$ cat config.mk
export PLATFORM = sky130hd
export DESIGN_NAME = ad7124_tc_scan_buffer
export DESIGN_NICKNAME = d
export VERILOG_FILES = /design/src/rtl/ad7124_tc_scan_buffer.sv
export SDC_FILE = /design/constraint.sdc
export NUM_CORES = 1
export LEC_CHECK = 0
export BUFFER_PORTS_ARGS = -buffer_cell sky130_fd_sc_hd__buf_2
export CAP_MARGIN = 10
export CORE_MARGIN = 2
export CORE_UTILIZATION = 46
export DETAILED_ROUTE_END_ITERATION = 8
export HOLD_SLACK_MARGIN = 0.05
export PLACE_DENSITY = 0.74
export RECOVER_POWER = 100
export SYNTH_ARGS = -nofsm -noshare
export SYNTH_HDL_FRONTEND = slang
export SYNTH_SLANG_ARGS = --single-unit
$ cat constraint.sdc
create_clock -name clk -period 6.7 [get_ports clk]
set_input_delay 0.335 -clock clk [delete_from_list [all_inputs] [get_ports clk]]
set_output_delay 0.335 -clock clk [all_outputs]
set_load 0.02 [all_outputs]
$ cat src/rtl/ad7124_tc_scan_buffer.sv
// ad7124_tc_scan_buffer
// Gathers one scan of NUM_OF_CHANNEL AD7124 conversion results into a write
// bank. When every channel has arrived, the bank is published to the fusion
// stage through a ping-pong swap, and drdy pulses.
//
// Ports
//   clk, resetn       clock; synchronous active-low reset
//   s_valid, s_data   conversion strobe; {code[23:0], status[7:0]}
//   bram_en/addr/dout registered read port on the published bank (1-cycle latency)
//   drdy              one-cycle pulse when a new scan has been published
//   scan_count        number of published scans (wraps)
//   err_flags         sticky: [0] bad channel, [1] duplicate, [2] ADC ERROR, [3] timeout
//   err_clear         clears err_flags (a set in the same cycle wins)
//
// state     | meaning
// S_IDLE    | no scan in progress, mask empty
// S_COLLECT | gathering channels; timeout counter running
// S_PUBLISH | scan complete; drdy is raised on leaving this state
module ad7124_tc_scan_buffer #(
    parameter int NUM_OF_CHANNEL = 8,
    parameter int TIMEOUT_CYCLES = 1048576
) (
    input  logic        clk,
    input  logic        resetn,
    input  logic        s_valid,
    input  logic [31:0] s_data,
    input  logic        bram_en,
    input  logic [2:0]  bram_addr,
    output logic [31:0] bram_dout,
    output logic        drdy,
    output logic [31:0] scan_count,
    output logic [3:0]  err_flags,
    input  logic        err_clear
);

    localparam int CW = (TIMEOUT_CYCLES > 2) ? $clog2(TIMEOUT_CYCLES) : 1;
    localparam logic [CW-1:0] TC_LAST = CW'(TIMEOUT_CYCLES - 1);
    localparam logic [NUM_OF_CHANNEL-1:0] MASK_FULL = '1;
    localparam logic [NUM_OF_CHANNEL-1:0] BIT0 = 1;

    typedef enum logic [1:0] {S_IDLE, S_COLLECT, S_PUBLISH} state_t;

    state_t state, state_next;

    logic [31:0]               bank [2][NUM_OF_CHANNEL];
    logic                      wr_sel;
    logic                      wsel_eff;
    logic [NUM_OF_CHANNEL-1:0] mask;
    logic [NUM_OF_CHANNEL-1:0] ch_bit;
    logic [NUM_OF_CHANNEL-1:0] acc_bit;
    logic [CW-1:0]             tmo_cnt;
    logic [3:0]                ch;
    logic                      ch_ok;
    logic                      bad_ch;
    logic                      dup;
    logic                      start;
    logic                      publish;
    logic                      abort;

    assign ch      = s_data[3:0];
    assign ch_ok   = s_valid && (ch < 4'(NUM_OF_CHANNEL));
    assign bad_ch  = s_valid && !(ch < 4'(NUM_OF_CHANNEL));
    assign ch_bit  = BIT0 << ch[2:0];
    assign acc_bit = ch_ok ? ch_bit : '0;
    assign dup     = ch_ok && (state == S_COLLECT) && ((mask & ch_bit) != '0);

    // wr_sel only flips on the edge that ends drdy, but a scan may start in
    // the PUBLISH cycle or the drdy cycle; those samples belong to the bank
    // that becomes the write bank after the swap.
    assign wsel_eff = wr_sel ^ ((state == S_PUBLISH) || drdy);

    always_ff @(posedge clk) begin
        if (!resetn) state <= S_IDLE;
        else         state <= state_next;
    end

    always_comb begin
        state_next = state;
        start      = 1'b0;
        publish    = 1'b0;
        abort      = 1'b0;
        case (state)
            S_IDLE: begin
                if (ch_ok) begin
                    state_next = S_COLLECT;
                    start      = 1'b1;
                end
            end
            S_COLLECT: begin
                if ((mask | acc_bit) == MASK_FULL) begin
                    state_next = S_PUBLISH;
                end else if (tmo_cnt == TC_LAST) begin
                    state_next = S_IDLE;
                    abort      = 1'b1;
                end
            end
            S_PUBLISH: begin
                publish = 1'b1;
                if (ch_ok) begin
                    state_next = S_COLLECT;
                    start      = 1'b1;
                end else begin
                    state_next = S_IDLE;
                end
            end
            default: state_next = S_IDLE;
        endcase
    end

    always_ff @(posedge clk) begin
        if (!resetn) begin
            for (int b = 0; b < 2; b++)
                for (int i = 0; i < NUM_OF_CHANNEL; i++)
                    bank[b][i] <= '0;
            wr_sel     <= 1'b0;
            mask       <= '0;
            tmo_cnt    <= '0;
            drdy       <= 1'b0;
            scan_count <= '0;
            err_flags  <= '0;
            bram_dout  <= '0;
        end else begin
            drdy <= publish;
            if (drdy) begin
                wr_sel     <= ~wr_sel;
                scan_count <= scan_count + 32'd1;
            end

            if (ch_ok)
                bank[wsel_eff][ch[2:0]] <= {s_data[7:0], s_data[31:8]};

            if (start)
                mask <= ch_bit;
            else if (publish || abort)
                mask <= '0;
            else if (state == S_COLLECT)
                mask <= mask | acc_bit;

            if (start)
                tmo_cnt <= '0;
            else if ((state == S_COLLECT) && (tmo_cnt != TC_LAST))
                tmo_cnt <= tmo_cnt + CW'(1);

            err_flags <= (err_flags & ~{4{err_clear}})
                       | {abort, ch_ok && s_data[6], dup, bad_ch};

            if (bram_en) begin
                if ({1'b0, bram_addr} < 4'(NUM_OF_CHANNEL))
                    bram_dout <= bank[~wr_sel][bram_addr];
                else
                    bram_dout <= '0;
            end
        end
    end

endmodule

==> qor.yml, run 1 <==
grt_pass1_wl_um: 95300
via_per_inst: 5.86
path_class: "reg -> reg"
netlist.area_leader.share_pct: 59.4
io_pins: 109
synth_edf_count: 512
cts.path.max_buffers: 3
hold_viol: 0
syn_area_um2: 25900
yosysTopAreaCell: "edfxtp_1"
drc: 0
outcome: "complete, but fails checks"
cp-start-kind: "register"
fin_crit_sh_pct: 74.3
holdBufCountCts: 3
post-layout-total-power_uw: 8050
pwr-share-comb_pct: 5.8
internal_power_uw: 6270
arrival_ns: 5.24
max_slew_margin_pct: -101
ys_async_sr_fraction_pct: 0
seq_area_frac_synth_pct: 67.2
synth_cell_type_count: 57
htree_num_levels: 2
p_sw_share_pct: 22.1
violations: "max-capacitance violations, max-slew violations"
powerDensity_nw_per_um2: 276
hp-class: "in -> reg"
r2r-start: "state[0]"
fin_hold_ws_ns: 0.111
start_util_pct: 46.8
yosys.cell_count.top_type: "edfxtp_1"
maxCapViolCount: 20
dr.pass1.iters: 5
tightestPinTransition_ns: 3.01
fin_util_pct: 52.7
leakage_uw: 0.0101
r2r_cells: 6
period_needed_ns: 4.98
track_usage_pct: 22.2
postCtsSetupBuffers: 0
path_max_fanout: 21
rsz0062_at_grt: "no"
cts_tree: "yes"
grt_overflow: 0
placement_rows: 86
dp.final_hpwl_um: 35600
ys_top_cells_by_area: "edfxtp_1 59%, mux4_2 11%, dfxtp_1 7.7%, and2_1 6.9%, a22o_1 2.2%"
startpoint: "state[0]"
synthTopCellsByCount: "512 x edfxtp_1, 286 x and2_1, 130 x mux4_2, 100 x dfxtp_1, 85 x clkbuf_1"
setup_viol: 0
pre_cts_slack_ns: 3.06
drv_slew: 549
post_cts_resized: 0
ant_nets: 0
ys_ff_latch: 612
fill_cells: 4483
io_buffers: 108
cp.required_ns: 6.96
crit_path_end_kind: "register"
drt_iter0_drc: 1833
dieArea_um2: 58100
netlist_instances: 1657
synth.avg_cell_area_um2: 15.6
areaGrowthSynthToFinish_pct: 12.6
p_clk_share_pct: 40.2
reg2reg_slack_ns: 1.72
drt_wl_total_um: 63300
clk_latency_ns: 0.64
grt_pass1_vias: 15472
setup_tns_ns: 0
grt_max_degree: 103
antenna_found_initial: 5
fmax_mhz: 201
gp_congestion: 0.786
layout.nets: 1824
post_drt_wl_per_cell_um: 24.5
numCtsBuffers: 59
switchingPower_uw: 1780
num_vias: 15125
layout-drive-gt1-share_pct: 16.3
root_buffer: "clkbuf_16"
r2r-end: "bank[1][141]"
n_antenna_cell: 0
clk_pin_slew_ns: 0.06
finalClockSkew_ns: 0.0248
yosysWarnings: 0
ir_worst_vdd_mv: 0.213
fp.dieW_um: 241
core-area_um2: 55300
seq_power_share_pct: 54.0
synth-main-ff-cell: "edfxtp_1"
worst_slack_ns: 1.72
fp.dieH_um: 241
clkSinkCount: 612
crit_path_end: "bank[1][141]"
## critical path, stage by stage, from the launching register on
cell,delay (ns)
dfxtp_1,0.75
nor2b_1,0.13
o21a_1,0.22
nor2_1,0.17
nand2_1,0.30
o21ai_0,2.34
buf_4,0.68
## cells in the final DEF, fill, tap and decap left out, types with 8 or more instances in the layout
cell       instances
o21ai_4            8
edfxtp_1         512
nor2b_1            8
dfxtp_1           99
clkbuf_16         59
nor2_1            39
a22o_1            65
clkbuf_1         111
and2_0           140
and2_1           146
nand3b_1          34
nor3_1            14
nand2_1           74
buf_2             37
mux4_2           130
and3_1            36
a21oi_1           14
xor2_1            10
buf_4             17
xnor2_1           35
clkinv_2          11
nand3_1           28
conb_1            31
nand4_1           18
o21ai_0           55
## state kept, by name, summed over array words and instances (netlist names)
register    cells
wr_sel          1
err_flags       4
mask            8
drdy            1
tmo_cnt        20
bram_dout      32
state           2
scan_count     32
bank          512
## metal layers
metal / track usage [%] / part of all wire (%) / vias up
met2: 37.8 / 50 / 694
met4: 6.70 / 2.5 / 6
met3: 3.72 / 8.5 / 120
met1: 29.2 / 39 / 7793
li1: - / - / 6512
met5: 0 / 0.057 / -
## cell families (layout without fill, tap and decap cells)
logic type / count (synthesis) / after routing / share of synthesized area [%]
adder cells (fa/ha/maj): 2 / 2 / 0.0967
buffers and inverters: 119 / 265 / 1.99
other: 1 / 31 / 0.0145
XOR/XNOR: 45 / 45 / 1.52
multiplexers: 135 / 135 / 11.5
AND/OR/NAND/NOR: 584 / 584 / 13.3
AO/OA/AOI/OAI: 159 / 159 / 4.33
flip-flops: 612 / 612 / 67.2
## worst min path at each step
stage	from	end	slack [ns]	cells past startpoint
6_report	s_data[19]	bank[0][171]	0.11	2
5_1_grt	s_data[16]	bank[0][168]	0.12	2
4_1_cts	s_data[19]	bank[0][171]	0.09	2
3_5_place_dp	err_flags[2]	err_flags[2]	0.44	1
3_3_place_gp	err_flags[2]	err_flags[2]	0.44	1
2_1_floorplan	tmo_cnt[5]	tmo_cnt[5]	0.46	2
## power by group through the flow
stage	logic (uW)	clock network (uW)	registers (uW)
after floorplan	266	0	4430
after global placement	468	0	4410
after detailed placement	476	0	4430
after CTS	479	3280	4350
after global routing	496	3420	4360
final	466	3240	4350
## area by class of cell
| class | instances | area, um^2 | share of cell area (%) |
|---|---|---|---|
| inverter | 7 | 26.3 | 0.0902 |
| multi-input combinational | 956 | 8230 | 28.2 |
| clock buffer | 84 | 1590 | 5.46 |
| tap | 748 | 936 | 3.21 |
| timing repair buffer | 146 | 693 | 2.38 |
| sequential | 612 | 17400 | 59.7 |
| clock inverter | 28 | 274 | 0.941 |
## through the flow
step                      instances  cell area [um^2]
after floorplan                1687             26000
after global placement         2466             27500
after detailed placement       2466             27500
after CTS                      2581             29300
after global routing           2581             29100
final                          2581             29100
(Power assumes the default switching activity.)
==> run 2: changes to the inputs <==
clock period = 5 ns   (was 6.7 ns; I/O delays follow)
==> qor.yml, run 2 (synthesized netlist as in run 1, its figures left out) <==
post_cts_resized: 0
cp_top_family: "buffers and inverters"
gp_congestion: 0.778
grt_overflow: 0
clk_latency_ns: 0.64
path_cells: "dlygate4sd3_1 -> clkbuf_1 -> nor2b_1 -> buf_4 -> and2_0 -> o21ai_0 -> clkbuf_1 -> o21ai_2 -> buf_4"
r2r-end: "bank[1][167]"
postCtsSetupBuffers: 0
layout_commonest_cell: "edfxtp_1"
hp-class: "in -> reg"
path_max_fanout: 47
cp.required_ns: 5.29
outcome: "complete, but fails checks"
ant_nets: 0
leakage_uw: 0.0103
placement_rows: 86
antenna_found_initial: 3
crit_path_end_kind: "register"
arrival_ns: 4.41
cp-start-kind: "primary input"
hold_viol: 0
dr.pass1.iters: 5
clkSinkCount: 612
rsz0062_at_grt: "no"
htree_num_levels: 2
max_slew_margin_pct: -76.4
io_buffers: 108
critPathBufInv: 5
reg2reg_slack_ns: 1.04
clk_pin_slew_ns: 0.06
reg_top3: "bank x512, bram_dout x32, scan_count x32"
path_class: "in -> reg"
track_usage_pct: 22.1
cpMaxStageDelayCell: "o21ai_2"
layout_common_cells: "512 x edfxtp_1, 155 x and2_1, 131 x and2_0, 130 x mux4_2, 100 x dfxtp_1"
ir_worst_vdd_mv: 0.288
fill_cells: 4492
start_util_pct: 46.8
crit_cells: 9
dieArea_um2: 58100
layout.nets: 1839
fmax_mhz: 243
fin_crit_sh_pct: 82.3
areaGrowthSynthToFinish_pct: 13.7
maxCapViolCount: 13
powerDensity_nw_per_um2: 375
fp.dieH_um: 241
r2r-start: "state[0]"
grt_max_degree: 129
dp.final_hpwl_um: 37300
drc: 0
critPathMaxStageDelay_ns: 1.43
numCtsBuffers: 58
regMostFlops: "bank"
violations: "max-capacitance violations, max-slew violations"
finalClockSkew_ns: 0.0321
root_buffer: "clkbuf_16"
layout.cells.non_filler: 2596
post_dp_cell_area_um2: 27500
drt_wl_total_um: 63300
crit_path_end: "bank[0][29]"
grt_pass1_vias: 15331
fin_hold_ws_ns: 0.0724
grt_pass1_wl_um: 94900
io_pins: 109
setup_tns_ns: 0
post_drt_wl_per_cell_um: 24.4
startpoint: "s_valid"
final_area_um2: 29400
core-area_um2: 55300
whs_path_depth: 2
cts_tree: "yes"
via_per_inst: 5.81
largest_reg_flops: 512
cts.path.max_buffers: 3
drv_slew: 397
setup_viol: 0
layout-drive-gt1-share_pct: 17.3
num_vias: 15086
fp.dieW_um: 241
r2r_cells: 6
dp.cells: 2467
tightestPinTransition_ns: 2.65
drt_iter0_drc: 1761
period_needed_ns: 4.11
[run 2: cell count changes in the layout (fill, tap and decap cells not counted), moves of 3 or more]
| cell | change |
|---|---|
| clkbuf_2 | +3 |
| clkinv_2 | +3 |
| o21ai_2 | +6 |
| bufinv_16 | +3 |
| dlygate4sd3_1 | +15 |
| and2_1 | +9 |
| buf_4 | +8 |
| clkbuf_1 | -23 |
| and2_0 | -9 |
| o21ai_0 | -10 |
| clkbuf_8 | +4 |
| o21ai_4 | -3 |
| o21ai_1 | +7 |
[run 2: worst min-delay path by stage]
stage,start,end,slack (ns)
global placement,err_flags[2],err_flags[2],0.44
finish,s_data[20],bank[0][172],0.07
floorplan,s_data[3],err_flags[0],0.40
global route,s_data[20],bank[0][236],0.06
detailed placement,err_flags[2],err_flags[2],0.45
CTS,s_data[14],bank[0][166],0.05
[run 2: stage by stage]
stage / utilization [%] / power (uW) / setup WS [ns]
after floorplan: - / 6290 / 1.02
after global placement: 49.7 / 6540 / 1.72
after detailed placement: 49.7 / 6570 / 1.68
after CTS: 53.6 / 11100 / 1.71
after global routing: 53.2 / 11300 / 0.763
final: 53.2 / 11000 / 0.887
[run 2: layer usage]
| metal | vias to the layer above | routed length (um) | part of all wire, % | GRT usage (%) |
|---|---|---|---|---|
| met5 | - | 0 | 0 | 0 |
| met4 | 0 | 1880 | 3.0 | 6.96 |
| met3 | 124 | 5120 | 8.1 | 3.95 |
| met2 | 637 | 31200 | 49 | 37.1 |
| met1 | 7772 | 25100 | 40 | 29.4 |
| li1 | 6553 | - | - | - |
[run 2: worst register-to-register path: cells and delay by family, from the launching register on]
| family | cells | cell delay (ns) |
|---|---|---|
| compound gates | 2 | 0.84 |
| buf+inv | 1 | 1.38 |
| flops | 1 | 0.70 |
| simple gates | 3 | 0.60 |
[run 2: power by group]
group,internal [uW],switching [uW]
sequential,5750,78.5
clock,2600,1950
combinational,225,405
total,8580,2440
[run 2: what timing repair did]
| action | 4_1_cts | 5_1_grt |
|---|---|---|
| setup endpoints to repair | 0 | 0 |
| hold buffers | 18 | 0 |
| endpoints found under the hold margin | 113 | 0 |
[run 2: layout make-up]
| class | instances | area (um^2) | share of cell area [%] |
|---|---|---|---|
| antenna | 1 | 2.50 | 0.00851 |
| clock buffer | 73 | 1570 | 5.33 |
| clock inverter | 37 | 412 | 1.40 |
| inverter | 7 | 26.3 | 0.0894 |
| multi-input combinational | 956 | 8200 | 27.9 |
| sequential | 612 | 17400 | 59.1 |
| tap | 748 | 936 | 3.18 |
| timing repair buffer | 162 | 880 | 2.99 |
==> run 3: changes to the inputs <==
clock period = 3.9 ns   (was 5 ns; I/O delays follow)
==> qor.yml, run 3 (synthesized netlist as in run 1, its figures left out) <==
outcome: "complete, but fails checks"
violations: "max-capacitance violations, max-slew violations"
grt_max_degree: 128
leakage_uw: 0.0103
layout_common_cells: "512 x edfxtp_1, 157 x and2_0, 130 x mux4_2, 129 x and2_1, 100 x dfxtp_1"
post_drt_wl_per_cell_um: 24.5
cp_common_cell: "clkbuf_1"
grt_pass1_vias: 15329
clk_pin_slew_ns: 0.06
drv_slew: 208
reg_top3: "bank x512, bram_dout x32, scan_count x32"
rsz0062_at_grt: "no"
fp.dieH_um: 241
drc: 0
startpoint: "state[1]"
layout-drive-gt1-share_pct: 17.0
crit_path_end: "bank[0][231]"
r2r-start: "state[1]"
htree_num_levels: 2
path_class: "reg -> reg"
areaGrowthSynthToFinish_pct: 14.1
worst_slack_ns: 0.636
setup_viol: 0
dr.pass1.iters: 5
layout.nets: 1853
fin_util_pct: 53.3
post-layout-total-power_uw: 14200
pre_cts_slack_ns: 0.991
placement_rows: 86
start_util_pct: 46.8
io_buffers: 108
numCtsBuffers: 60
max_slew_margin_pct: -48.4
cpMaxStageDelayCell: "nand2b_1"
whs_path_depth: 2
final_area_um2: 29500
n_antenna_cell: 0
antenna_found_initial: 4
cp-start-kind: "register"
tightestPinTransition_ns: 2.23
reg2reg_slack_ns: 0.64
powerDensity_nw_per_um2: 480
r2r_cells: 7
critPathMaxStageDelay_ns: 0.79
ant_nets: 0
dp.final_hpwl_um: 39100
clkSinkCount: 612
path_cells: "nor2b_1 -> o21a_1 -> o21ai_2 -> clkbuf_1 -> nor2b_2 -> nand2b_1 -> clkbuf_1"
hold_viol: 0
post_cts_resized: 0
layout_commonest_cell: "edfxtp_1"
r2r-end: "bank[0][231]"
period_needed_ns: 3.26
cp.required_ns: 4.16
num_vias: 15124
crit_path_end_kind: "register"
drt_wl_total_um: 63900
fmax_mhz: 306
crit_cells: 7
largest_reg_flops: 512
ir_worst_vdd_mv: 0.376
hp-start: "s_data[14]"
maxCapViolCount: 7
io_pins: 109
finalClockSkew_ns: 0.0345
regMostFlops: "bank"
grt_overflow: 0
via_per_inst: 5.79
cts_tree: "yes"
core-area_um2: 55300
root_buffer: "clkbuf_16"
cts.path.max_buffers: 3
clk_latency_ns: 0.62
drt_iter0_drc: 1620
critPathBufInv: 2
post_dp_cell_area_um2: 27600
fp.dieW_um: 241
arrival_ns: 3.52
track_usage_pct: 22.2
gp_congestion: 0.816
cp_top_family: "simple AND/OR/NAND/NOR gates"
path_max_fanout: 15
dieArea_um2: 58100
hp-class: "in -> reg"
grt_pass1_wl_um: 95300
fin_crit_sh_pct: 83.7
[run 3: how the worst min path moves through the flow]
| stage | to | slack, ns |
|---|---|---|
| 3_5_place_dp | err_flags[2] | 0.44 |
| 2_1_floorplan | err_flags[0] | 0.34 |
| 4_1_cts | bank[0][15] | 0.05 |
| 3_3_place_gp | err_flags[2] | 0.44 |
| 5_1_grt | bank[0][166] | 0.08 |
| 6_report | bank[0][166] | 0.07 |
[run 3: per-layer routing]
metal / up-vias / wire length [um] / track usage [%]
met3: 127 / 5170 / 4.21
met5: - / 21 / 0
met1: 7742 / 24800 / 28.9
met4: 4 / 1940 / 7.93
met2: 685 / 32000 / 37.5
li1: 6566 / - / -
[run 3: area by class of cell]
cell class	instances	area, um^2
inverters	7	26.3
repair buffers	174	991
well taps	748	936
clock buffers	77	1630
clock inverters	36	380
multi-input cells	956	8170
flip-flops and latches	612	17400
fillers	4424	25800
[run 3: per-stage QoR]
stage	TNS (ns)	instances	hold slack [ns]
after floorplan	-6.11	1687	0.342
after detailed placement	0	2474	0.441
after global placement	0	2474	0.437
final	0	2610	0.0729
after CTS	0	2610	0.0531
after global routing	0	2610	0.0783
[run 3: worst reg2reg max path, stage by stage (launching register included)]
cell and delay (ns):
dfxtp_1 0.61, nor2b_1 0.24, o21a_1 0.17, o21ai_2 0.12, clkbuf_1 0.30, nor2b_2 0.20, nand2b_1 0.79, clkbuf_1 0.50
[run 3: timing repair]
| action | CTS | global route |
|---|---|---|
| endpoints found under the hold margin | 149 | 0 |
| hold buffers | 23 | 0 |
| setup buffers | 0 | 0 |
[run 3: report_power, final]
| part | internal, uW | switching, uW |
|---|---|---|
| Sequential | 7380 | 92.9 |
| Combinational | 298 | 540 |
| Clock | 3410 | 2450 |
